**src/rtl/link_sched.sv**
```systemverilog
// link_sched: phase scheduler monitoring the shared sen/sd link (optional LINK_SCHED_LEN_CHECK_EN enables frame length checking)
module link_sched #(
    parameter int DN_BITS   = 21,
    parameter int DN_FRAMES = 8,
    parameter int UP_BITS   = 13,
    parameter int UP_FRAMES = 18,
    parameter int GAP       = 2,
    parameter int TIMEOUT   = 255
) (
    input  logic       clk,
    input  logic       rst,
    input  logic       start,
    input  logic       sen,
    input  logic       S1_done,
    input  logic       S2_done,
    output logic       updown,
    output logic       busy,
    output logic       done,
    output logic       err,
    output logic [1:0] err_code,
    output logic [4:0] frame_cnt
);
    typedef enum logic [2:0] {S_IDLE, S_DOWN, S_GAP, S_UP, S_DONE, S_ERR} state_t;
    state_t     state;
    logic [4:0] bitcnt;
    logic [3:0] gcnt;
    logic [7:0] tcnt;
    logic       low, fe, len_bad, extra, tout;
    logic [1:0] code;
    if (DN_FRAMES > 31 || UP_FRAMES > 31 || DN_BITS > 31 || UP_BITS > 31 ||
        GAP < 1 || GAP > 15 || TIMEOUT < 1 || TIMEOUT > 255) begin : g_bad_cfg
        $error("link_sched: parameter out of range");
    end
    assign low   = (sen == 1'b0);
    assign fe    = !low && bitcnt != 5'd0;
    assign extra = fe && frame_cnt == (state == S_UP ? 5'(UP_FRAMES) : 5'(DN_FRAMES));
    assign tout  = !low && tcnt == 8'(TIMEOUT - 1);
`ifdef LINK_SCHED_LEN_CHECK_EN
    assign len_bad = fe && bitcnt != (state == S_UP ? 5'(UP_BITS) : 5'(DN_BITS));
`else
    assign len_bad = 1'b0;
`endif
    assign code = len_bad ? 2'b10 : extra ? 2'b11 : 2'b01;
    // phase sequencing, frame/bit/timeout counting and sticky status flags
    always_ff @(negedge clk or posedge rst) begin
        if (rst) begin
            state     <= S_IDLE;
            updown    <= 1'b0;
            busy      <= 1'b0;
            done      <= 1'b0;
            err       <= 1'b0;
            err_code  <= 2'b00;
            frame_cnt <= 5'd0;
            bitcnt    <= 5'd0;
            gcnt      <= 4'd0;
            tcnt      <= 8'd0;
        end else begin
            case (state)
                S_DOWN, S_UP: begin
                    tcnt <= low ? 8'd0 : tcnt + 8'd1;
                    if (low) bitcnt <= bitcnt + {4'd0, bitcnt != 5'd31};
                    if (fe) begin
                        frame_cnt <= frame_cnt + 5'd1;
                        bitcnt    <= 5'd0;
                    end
                    if (len_bad || extra || tout) begin
                        state    <= S_ERR;
                        busy     <= 1'b0;
                        err      <= 1'b1;
                        err_code <= code;
                    end else if (state == S_DOWN && fe && frame_cnt + 5'd1 == 5'(DN_FRAMES)) begin
                        state <= S_GAP;
                        gcnt  <= 4'd0;
                    end else if (state == S_UP && frame_cnt == 5'(UP_FRAMES) && S1_done && S2_done) begin
                        state <= S_DONE;
                        busy  <= 1'b0;
                        done  <= 1'b1;
                    end
                end
                S_GAP: begin
                    tcnt <= low ? 8'd0 : tcnt + 8'd1;
                    if (low || tout) begin
                        state    <= S_ERR;
                        busy     <= 1'b0;
                        err      <= 1'b1;
                        err_code <= low ? 2'b11 : 2'b01;
                    end else if (gcnt == 4'(GAP)) begin
                        state     <= S_UP;
                        updown    <= 1'b1;
                        frame_cnt <= 5'd0;
                        bitcnt    <= 5'd0;
                    end else begin
                        gcnt <= gcnt + 4'd1;
                    end
                end
                default: begin
                    tcnt <= 8'd0;
                    if (start) begin
                        state     <= S_DOWN;
                        updown    <= 1'b0;
                        busy      <= 1'b1;
                        done      <= 1'b0;
                        err       <= 1'b0;
                        err_code  <= 2'b00;
                        frame_cnt <= 5'd0;
                        bitcnt    <= 5'd0;
                    end
                end
            endcase
        end
    end
endmodule

```
**config.mk**
```make
export PLATFORM = sky130hd
export DESIGN_NAME = link_sched
export DESIGN_NICKNAME = d
export VERILOG_FILES = /design/src/rtl/link_sched.sv
export SDC_FILE = /design/constraint.sdc
export NUM_CORES = 1
export LEC_CHECK = 0
export CAP_MARGIN = 0
export CORE_MARGIN = 8
export CORE_UTILIZATION = 39
export CTS_CLUSTER_SIZE = 40
export DETAILED_ROUTE_END_ITERATION = 8
export DONT_BUFFER_PORTS = 1
export GPL_ROUTABILITY_DRIVEN = 0
export GPL_TIMING_DRIVEN = 0
export PLACE_DENSITY_LB_ADDON = 0.05
export SLEW_MARGIN = 25
export SYNTH_ARGS = -nofsm -noshare
export SYNTH_HDL_FRONTEND = slang
export SYNTH_SLANG_ARGS = --single-unit
```
**constraint.sdc**
```tcl
create_clock -name clk -period 2.7 [get_ports clk]
set_input_delay 0.405 -clock clk [delete_from_list [all_inputs] [get_ports clk]]
set_output_delay 0.405 -clock clk [all_outputs]
set_load 0.01 [all_outputs]
```
==> results of run 1 <==
metal layers:
metal  up-vias  track usage (%)  share of wire (%)
li1        733                -                  -
met1       748             14.0                 46
met2        12             19.8                 50
met3         5             3.80                3.3
met4         0             4.53                1.2
met5         -                0                  0
worst paths after layout:
check,cells after the start,to
min in group asynchronous,1,err_code[1]$_DFFE_NP0P_
hold reg to reg,1,gcnt[3]$_DFFE_NP0P_
setup / recovery,6,done$_DFFE_NP0P_
max in group asynchronous,1,err_code[0]$_DFFE_NP0P_
setup reg to reg,6,state[1]$_DFFE_NP0P_
hold / removal,1,gcnt[3]$_DFFE_NP0P_
placed cells by master, fill, tap and decap left out, types with 4 or more instances in the layout:
cell type	instances
o211ai_1	4
xor2_1	5
nand2_1	12
buf_4	13
inv_1	12
o21ai_0	4
nor2_1	16
nand3b_1	4
a21oi_1	4
clkbuf_8	6
dfrtn_1	30
nand3_1	13
a31oi_1	4
ha_1	9
worst max-delay path, delay by kind of cell:
family          cells  cell delay [ps]
compound gates      4             1020
buf+inv             2              250
stage by stage:
stage	setup TNS, ps	worst slack [ps]	instance area (µm²)	hold slack [ps]	total power, W
2_1_floorplan	-2670	-456	1860	389	0.00112
3_3_place_gp	-4780	-572	1930	417	0.00123
3_5_place_dp	-5080	-554	1930	420	0.00125
4_1_cts	-1200	-217	2090	425	0.00165
5_1_grt	-1310	-219	2190	467	0.00184
6_report	-862	-177	2190	431	0.00174
cell usage after synthesis, types with 2 or more instances:
| cell | number | area share, % |
|---|---|---|
| buf_2 | 3 | 0.81 |
| nand3b_1 | 4 | 1.6 |
| xor2_1 | 5 | 2.4 |
| nor3b_1 | 3 | 1.2 |
| mux2i_1 | 3 | 1.6 |
| mux2_4 | 2 | 1.6 |
| nor3_1 | 2 | 0.54 |
| o211ai_1 | 4 | 1.6 |
| ha_1 | 9 | 6.1 |
| and3_1 | 3 | 1.0 |
| o21ai_0 | 7 | 1.9 |
| dfrtn_1 | 30 | 41 |
| nand4_1 | 3 | 1.0 |
| a211oi_1 | 2 | 0.81 |
| xnor2_1 | 2 | 0.95 |
| a21o_1 | 2 | 0.81 |
| o21bai_1 | 2 | 0.81 |
| a31oi_1 | 4 | 1.4 |
| a31o_2 | 2 | 0.95 |
| inv_1 | 14 | 2.8 |
| a22oi_1 | 2 | 0.81 |
| a22o_1 | 3 | 1.4 |
| nor2_1 | 17 | 3.5 |
| o21ai_1 | 2 | 0.54 |
| nand2_1 | 12 | 2.4 |
| nand3_1 | 13 | 3.5 |
| a21oi_1 | 4 | 1.1 |
registers in the layout (all words and copies together), names as in the netlist:
name / count
bitcnt: 5
busy: 1
done: 1
err_code: 2
frame_cnt: 5
gcnt: 4
state: 3
tcnt: 8
updown: 1
power groups by stage:
stage / Clock, W / Combinational, W / Sequential (W)
5_1_grt: 0.000406 / 0.000771 / 0.000668
6_report: 0.000372 / 0.000708 / 0.000658
2_1_floorplan: 0 / 0.000484 / 0.000632
3_5_place_dp: 0 / 0.000582 / 0.000667
4_1_cts: 0.000384 / 0.000611 / 0.000659
3_3_place_gp: 0 / 0.000569 / 0.000665
area by class of cell:
| cell class | instances | area [µm²] | share of cell area, % |
|---|---|---|---|
| buffer | 5 | 26.3 | 1.20 |
| clock buffer | 7 | 86.3 | 3.94 |
| timing repair buffer | 15 | 124 | 5.65 |
| inverter | 14 | 56.3 | 2.57 |
| sequential | 30 | 751 | 34.3 |
| clock inverter | 1 | 5.00 | 0.228 |
| multi-input combinational | 138 | 1070 | 49.1 |
| tap | 54 | 67.6 | 3.08 |
repair_timing:
action	in CTS	in global routing
setup endpoints to repair	10	13
pin swaps	5	8
buffers inserted	6	9
gates resized for setup	5	8
kinds of logic after synthesis:
logic type,after synthesis
buffers and inverters,19
DFF,30
and+or+nand+nor,69
adders and majority gates,9
AOI/OAI and AO/OA,47
xor gates and xnor gates,7
muxes,6
==> flow_metrics.env, run 1 <==
export IMPL_synthesis_nets=202
export IMPL_p_clk_share_pct=21.4
export IMPL_drt_pass1_iterations=4
export IMPL_switchingPower_w=0.000663
export IMPL_path_class="in2reg"
export IMPL_share_comb_of_total_power_pct=40.7
export IMPL_status="complete, but fails checks"
export IMPL_grt_max_degree=31
export IMPL_core_area_um2=4630
export IMPL_synth_compound_area_share_pct=20.7
export IMPL_p_leak_nw=1.00
export IMPL_stdcell_count=264
export IMPL_finalSetupViolCount=7
export IMPL_vdd_drop_max_uv=342
export IMPL_antenna_found_initial=0
export IMPL_crit_required_ps=1490
export IMPL_slew_limit_headroom_pct=56.4
export IMPL_synth_simple_area_share_pct=21.0
export IMPL_clock_latency_ps=290
export IMPL_synth_top_family_by_area="simple AND/OR/NAND/NOR gates"
export IMPL_ant_nets=0
export IMPL_io_buffers=0
export IMPL_synth_top_flop_cell="dfrtn_1"
export IMPL_p_seq_share_pct=37.8
export IMPL_synth_fa_ha_area_share_pct=6.10
export IMPL_num_vias=1498
export IMPL_synth_cell_types=55
export IMPL_worst_slack_ps=-177
export IMPL_num_io_pins=17
export IMPL_skew_ps=5.73
export IMPL_ys_seq_elements=30
export IMPL_grt_usage_pct=11.9
export IMPL_rsz0062_at_grt="true"
export IMPL_drive_gt1_share_pct=22.9
export IMPL_worstHoldStart="gcnt[3]$_DFFE_NP0P_"
export IMPL_grt_overflow_total=0
export IMPL_chipWidth_um=84.8
export IMPL_regToRegSetupSlack_ps=250
export IMPL_hold_viol=0
export IMPL_synth_xor_area_share_pct=3.32
export IMPL_slew_viol_final=0
export IMPL_routedWlPerCell_um=16.1
export IMPL_drtIter0Drc=55
export IMPL_utilization_pct=47.3
export IMPL_critPathArrivalTime_ps=1660
export IMPL_die_h_um=84.8
export IMPL_rows=25
export IMPL_power_density_nw_per_um2=793
export IMPL_postSynthCellCount=187
export IMPL_path_cells="clkinvlp_4, a21o_1, o41a_1, buf_4, a31o_2, a22o_1"
export IMPL_violations="negative setup slack"
export IMPL_grt_pass1_wl_um=6870
export IMPL_dp_hpwl_um=2990
export IMPL_syn_to_final_growth_pct=18.7
export IMPL_cap_violations=0
export IMPL_drt_wl_total_um=4250
export IMPL_reg2reg_from="frame_cnt[0]$_DFFE_NP0P_"
export IMPL_clk_pin_slew_ps=50
export IMPL_drc=0
export IMPL_dp_cells=241
export IMPL_ys_warn_count=0
export IMPL_cts_max_level=2
export IMPL_startpoint_type="primary input"
export IMPL_finalNetCount=224
export IMPL_synth_edf_count=0
export IMPL_worstMarginPinSlew_ps=653
export IMPL_crit_start="sen"
export IMPL_cts_sinks=30
export IMPL_synth_avg_cell_area_um2=9.87
export IMPL_ys_seq_area_share_pct=40.7
export IMPL_fill_cells=446
export IMPL_synth_cell_area_um2=1850
export IMPL_vias_per_cell=5.67
export IMPL_cts_hold_buffers=0
export IMPL_cts_root_buffer="clkbuf_8"
export IMPL_initial_utilization_pct=39.9
export IMPL_cts_buffers_inserted=5
export IMPL_muxShareOfSynthArea_pct=3.86
export IMPL_grt_pass1_vias=1433
export IMPL_cp_slowest_cell="o41a_1"
export IMPL_worst_path_largest_cell_delay_ps=430
export IMPL_async_flop_share_pct=100
export IMPL_p_int_w=0.00107
export IMPL_cts_tree="done"
export IMPL_clockBufferDepth=2
export IMPL_crit_path_end_kind="flip-flop"
export IMPL_crit_fanout=7
export IMPL_switching_share_pct=38.2
export IMPL_min_path_type="reg2reg"
export IMPL_dieArea_um2=7190
export IMPL_antenna_cells=0
(Power assumes the default switching activity.)
==> inputs of run 2 (changes only) <==
--- a/config.mk
+++ b/config.mk
@@ -7,7 +7,7 @@
 export LEC_CHECK = 0
 export CAP_MARGIN = 0
 export CORE_MARGIN = 8
-export CORE_UTILIZATION = 39
+export CORE_UTILIZATION = 60
 export CTS_CLUSTER_SIZE = 40
 export DETAILED_ROUTE_END_ITERATION = 8
 export DONT_BUFFER_PORTS = 1
==> run 2 against run 1 <==
The flow still finishes with violations (negative setup slack); largest cell class unchanged; clock power shrank 33%; sequential cell count is the same; non-clock buffer count shrank 7; cell count shrank 11%; first-iteration DRC count grew 75%; die area shrank 29%; global-route usage grew 5.4 points; clock skew grew 1.7 ps.
==> flow_metrics.env, run 2 (synthesized netlist as in run 1, its figures left out) <==
export IMPL_status="complete, but fails checks"
export IMPL_violations="negative setup slack"
export IMPL_critPathArrivalTime_ps=1670
export IMPL_num_vias=1487
export IMPL_skew_ps=7.45
export IMPL_slew_limit_headroom_pct=57.6
export IMPL_rows=20
export IMPL_grt_pass1_vias=1408
export IMPL_regMostFlops="tcnt"
export IMPL_clk_pin_slew_ps=60
export IMPL_slew_viol_final=0
export IMPL_path_cells="clkinvlp_4, a21o_1, o41a_1, a31oi_4, mux2_4"
export IMPL_rsz0062_at_grt="true"
export IMPL_grt_overflow_total=0
export IMPL_fill_cells=242
export IMPL_antenna_cells=0
export IMPL_crit_path_end_kind="flip-flop"
export IMPL_regToRegSetupSlack_ps=270
export IMPL_cts_root_buffer="clkbuf_4"
export IMPL_final_area_um2=2030
export IMPL_crit_fanout=7
export IMPL_p_leak_nw=0.935
export IMPL_antenna_found_initial=0
export IMPL_place_area_um2=1900
export IMPL_crit_start="sen"
export IMPL_grt_max_degree=31
export IMPL_startpoint_type="primary input"
export IMPL_largest_reg_flops=8
export IMPL_core_area_um2=2980
export IMPL_reg2regPathDepth=6
export IMPL_dieArea_um2=5110
export IMPL_multi_input_area_um2=1050
export IMPL_chipWidth_um=71.5
export IMPL_syn_to_final_growth_pct=10.2
export IMPL_worstMarginPinSlew_ps=635
export IMPL_initial_utilization_pct=62.0
export IMPL_clock_latency_ps=320
export IMPL_power_w=0.00152
export IMPL_io_buffers=0
export IMPL_num_io_pins=17
export IMPL_layout_common_cells="dfrtn_1, nor2_1, nand3_1, inv_1, nand2_1"
export IMPL_drive_gt1_share_pct=18.8
export IMPL_worst_slack_ps=-152
export IMPL_worst_path_largest_cell_delay_ps=450
export IMPL_crit_required_ps=1520
export IMPL_drt_wl_total_um=4120
export IMPL_drtIter0Drc=96
export IMPL_vias_per_cell=6.33
export IMPL_cts_buffers_inserted=5
export IMPL_grt_usage_pct=17.3
export IMPL_cp_slowest_cell="o41a_1"
export IMPL_vdd_drop_max_uv=462
export IMPL_critical_path_top_delay_family="compound AO/OA/AOI/OAI gates"
export IMPL_min_path_type="reg2reg"
export IMPL_finalSetupViolCount=7
export IMPL_cap_violations=0
export IMPL_reg_largest_list="tcnt: 8 flops, bitcnt: 5 flops, frame_cnt: 5 flops"
export IMPL_clockBufferDepth=2
export IMPL_reg2reg_from="frame_cnt[0]$_DFFE_NP0P_"
export IMPL_layout_commonest_cell="dfrtn_1"
export IMPL_worst_path_buf_inv=1
export IMPL_crit_end="state[1]$_DFFE_NP0P_"
export IMPL_dp_hpwl_um=2860
export IMPL_grt_pass1_wl_um=6910
export IMPL_path_class="in2reg"
export IMPL_power_density_nw_per_um2=749
export IMPL_crit_cells=5
export IMPL_ant_nets=0
export IMPL_drc=0
export IMPL_hold_viol=0
export IMPL_finalNetCount=217
export IMPL_cts_sinks=30
export IMPL_routedWlPerCell_um=17.5
export IMPL_reg2reg_to="state[1]$_DFFE_NP0P_"
export IMPL_setup_tns_ps=-635
export IMPL_drt_pass1_iterations=4
export IMPL_cts_max_level=2
export IMPL_seq_area_um2=751
export IMPL_cts_tree="done"
export IMPL_die_h_um=71.5
-- run 2: changes by cell type in the layout (fill, tap and decap cells not counted), sizes merged --
cell	delta
buf	-7
clkinv	-1
-- run 2: area by class of cell --
| cell class | instances | share of cell area, % |
|---|---|---|
| Buffer | 5 | 1.48 |
| Timing Repair Buffer | 8 | 2.95 |
| Sequential cell | 30 | 36.9 |
| Clock buffer | 7 | 2.22 |
| Inverter | 14 | 2.77 |
| Multi-Input combinational cell | 138 | 51.6 |
| Tap cell | 33 | 2.03 |
-- run 2: power by group --
group	leakage, nW	internal [W]	total, W	switching (W)
Clock	0.0254	0.0000981	0.000250	0.000152
Sequential	0.399	0.000531	0.000656	0.000125
Combinational	0.511	0.000275	0.000618	0.000343
-- run 2: layer usage --
metal	global-route usage, %	vias to the layer above	wire length [µm]
met4	7.26	0	60
met2	27.1	33	1960
met3	5.58	5	232
met1	21.2	733	1860
li1	-	716	-
met5	0	-	0
-- run 2: per-stage QoR --
| step | cells | setup WS (ps) | utilization, % | hold slack [ps] |
|---|---|---|---|---|
| 2_1_floorplan | 187 | -456 | - | 389 |
| 3_3_place_gp | 220 | -545 | 63.9 | 413 |
| 5_1_grt | 235 | -186 | 68.3 | 452 |
| 4_1_cts | 230 | -178 | 66.6 | 418 |
| 6_report | 235 | -152 | 68.3 | 418 |
| 3_5_place_dp | 220 | -581 | 63.9 | 416 |
-- run 2: timing repair --
action                                  4_1_cts  5_1_grt
resized for setup                             2        3
hold buffers                                  0        0
pin swaps                                     2        3
buffers inserted                              3        5
hold endpoints to repair                      0        0
endpoints found under the setup margin        9       14
-- run 2: how the worst min path moves through the flow --
stage                   startpoint                  end  slack, ps  cells past startpoint
3_3_place_gp   gcnt[3]$_DFFE_NP0P_  gcnt[3]$_DFFE_NP0P_        410                      1
2_1_floorplan  gcnt[3]$_DFFE_NP0P_  gcnt[3]$_DFFE_NP0P_        390                      1
4_1_cts        gcnt[3]$_DFFE_NP0P_  gcnt[3]$_DFFE_NP0P_        420                      1
5_1_grt        gcnt[3]$_DFFE_NP0P_  gcnt[3]$_DFFE_NP0P_        450                      1
6_report       gcnt[3]$_DFFE_NP0P_  gcnt[3]$_DFFE_NP0P_        420                      1
3_5_place_dp   gcnt[3]$_DFFE_NP0P_  gcnt[3]$_DFFE_NP0P_        420                      1
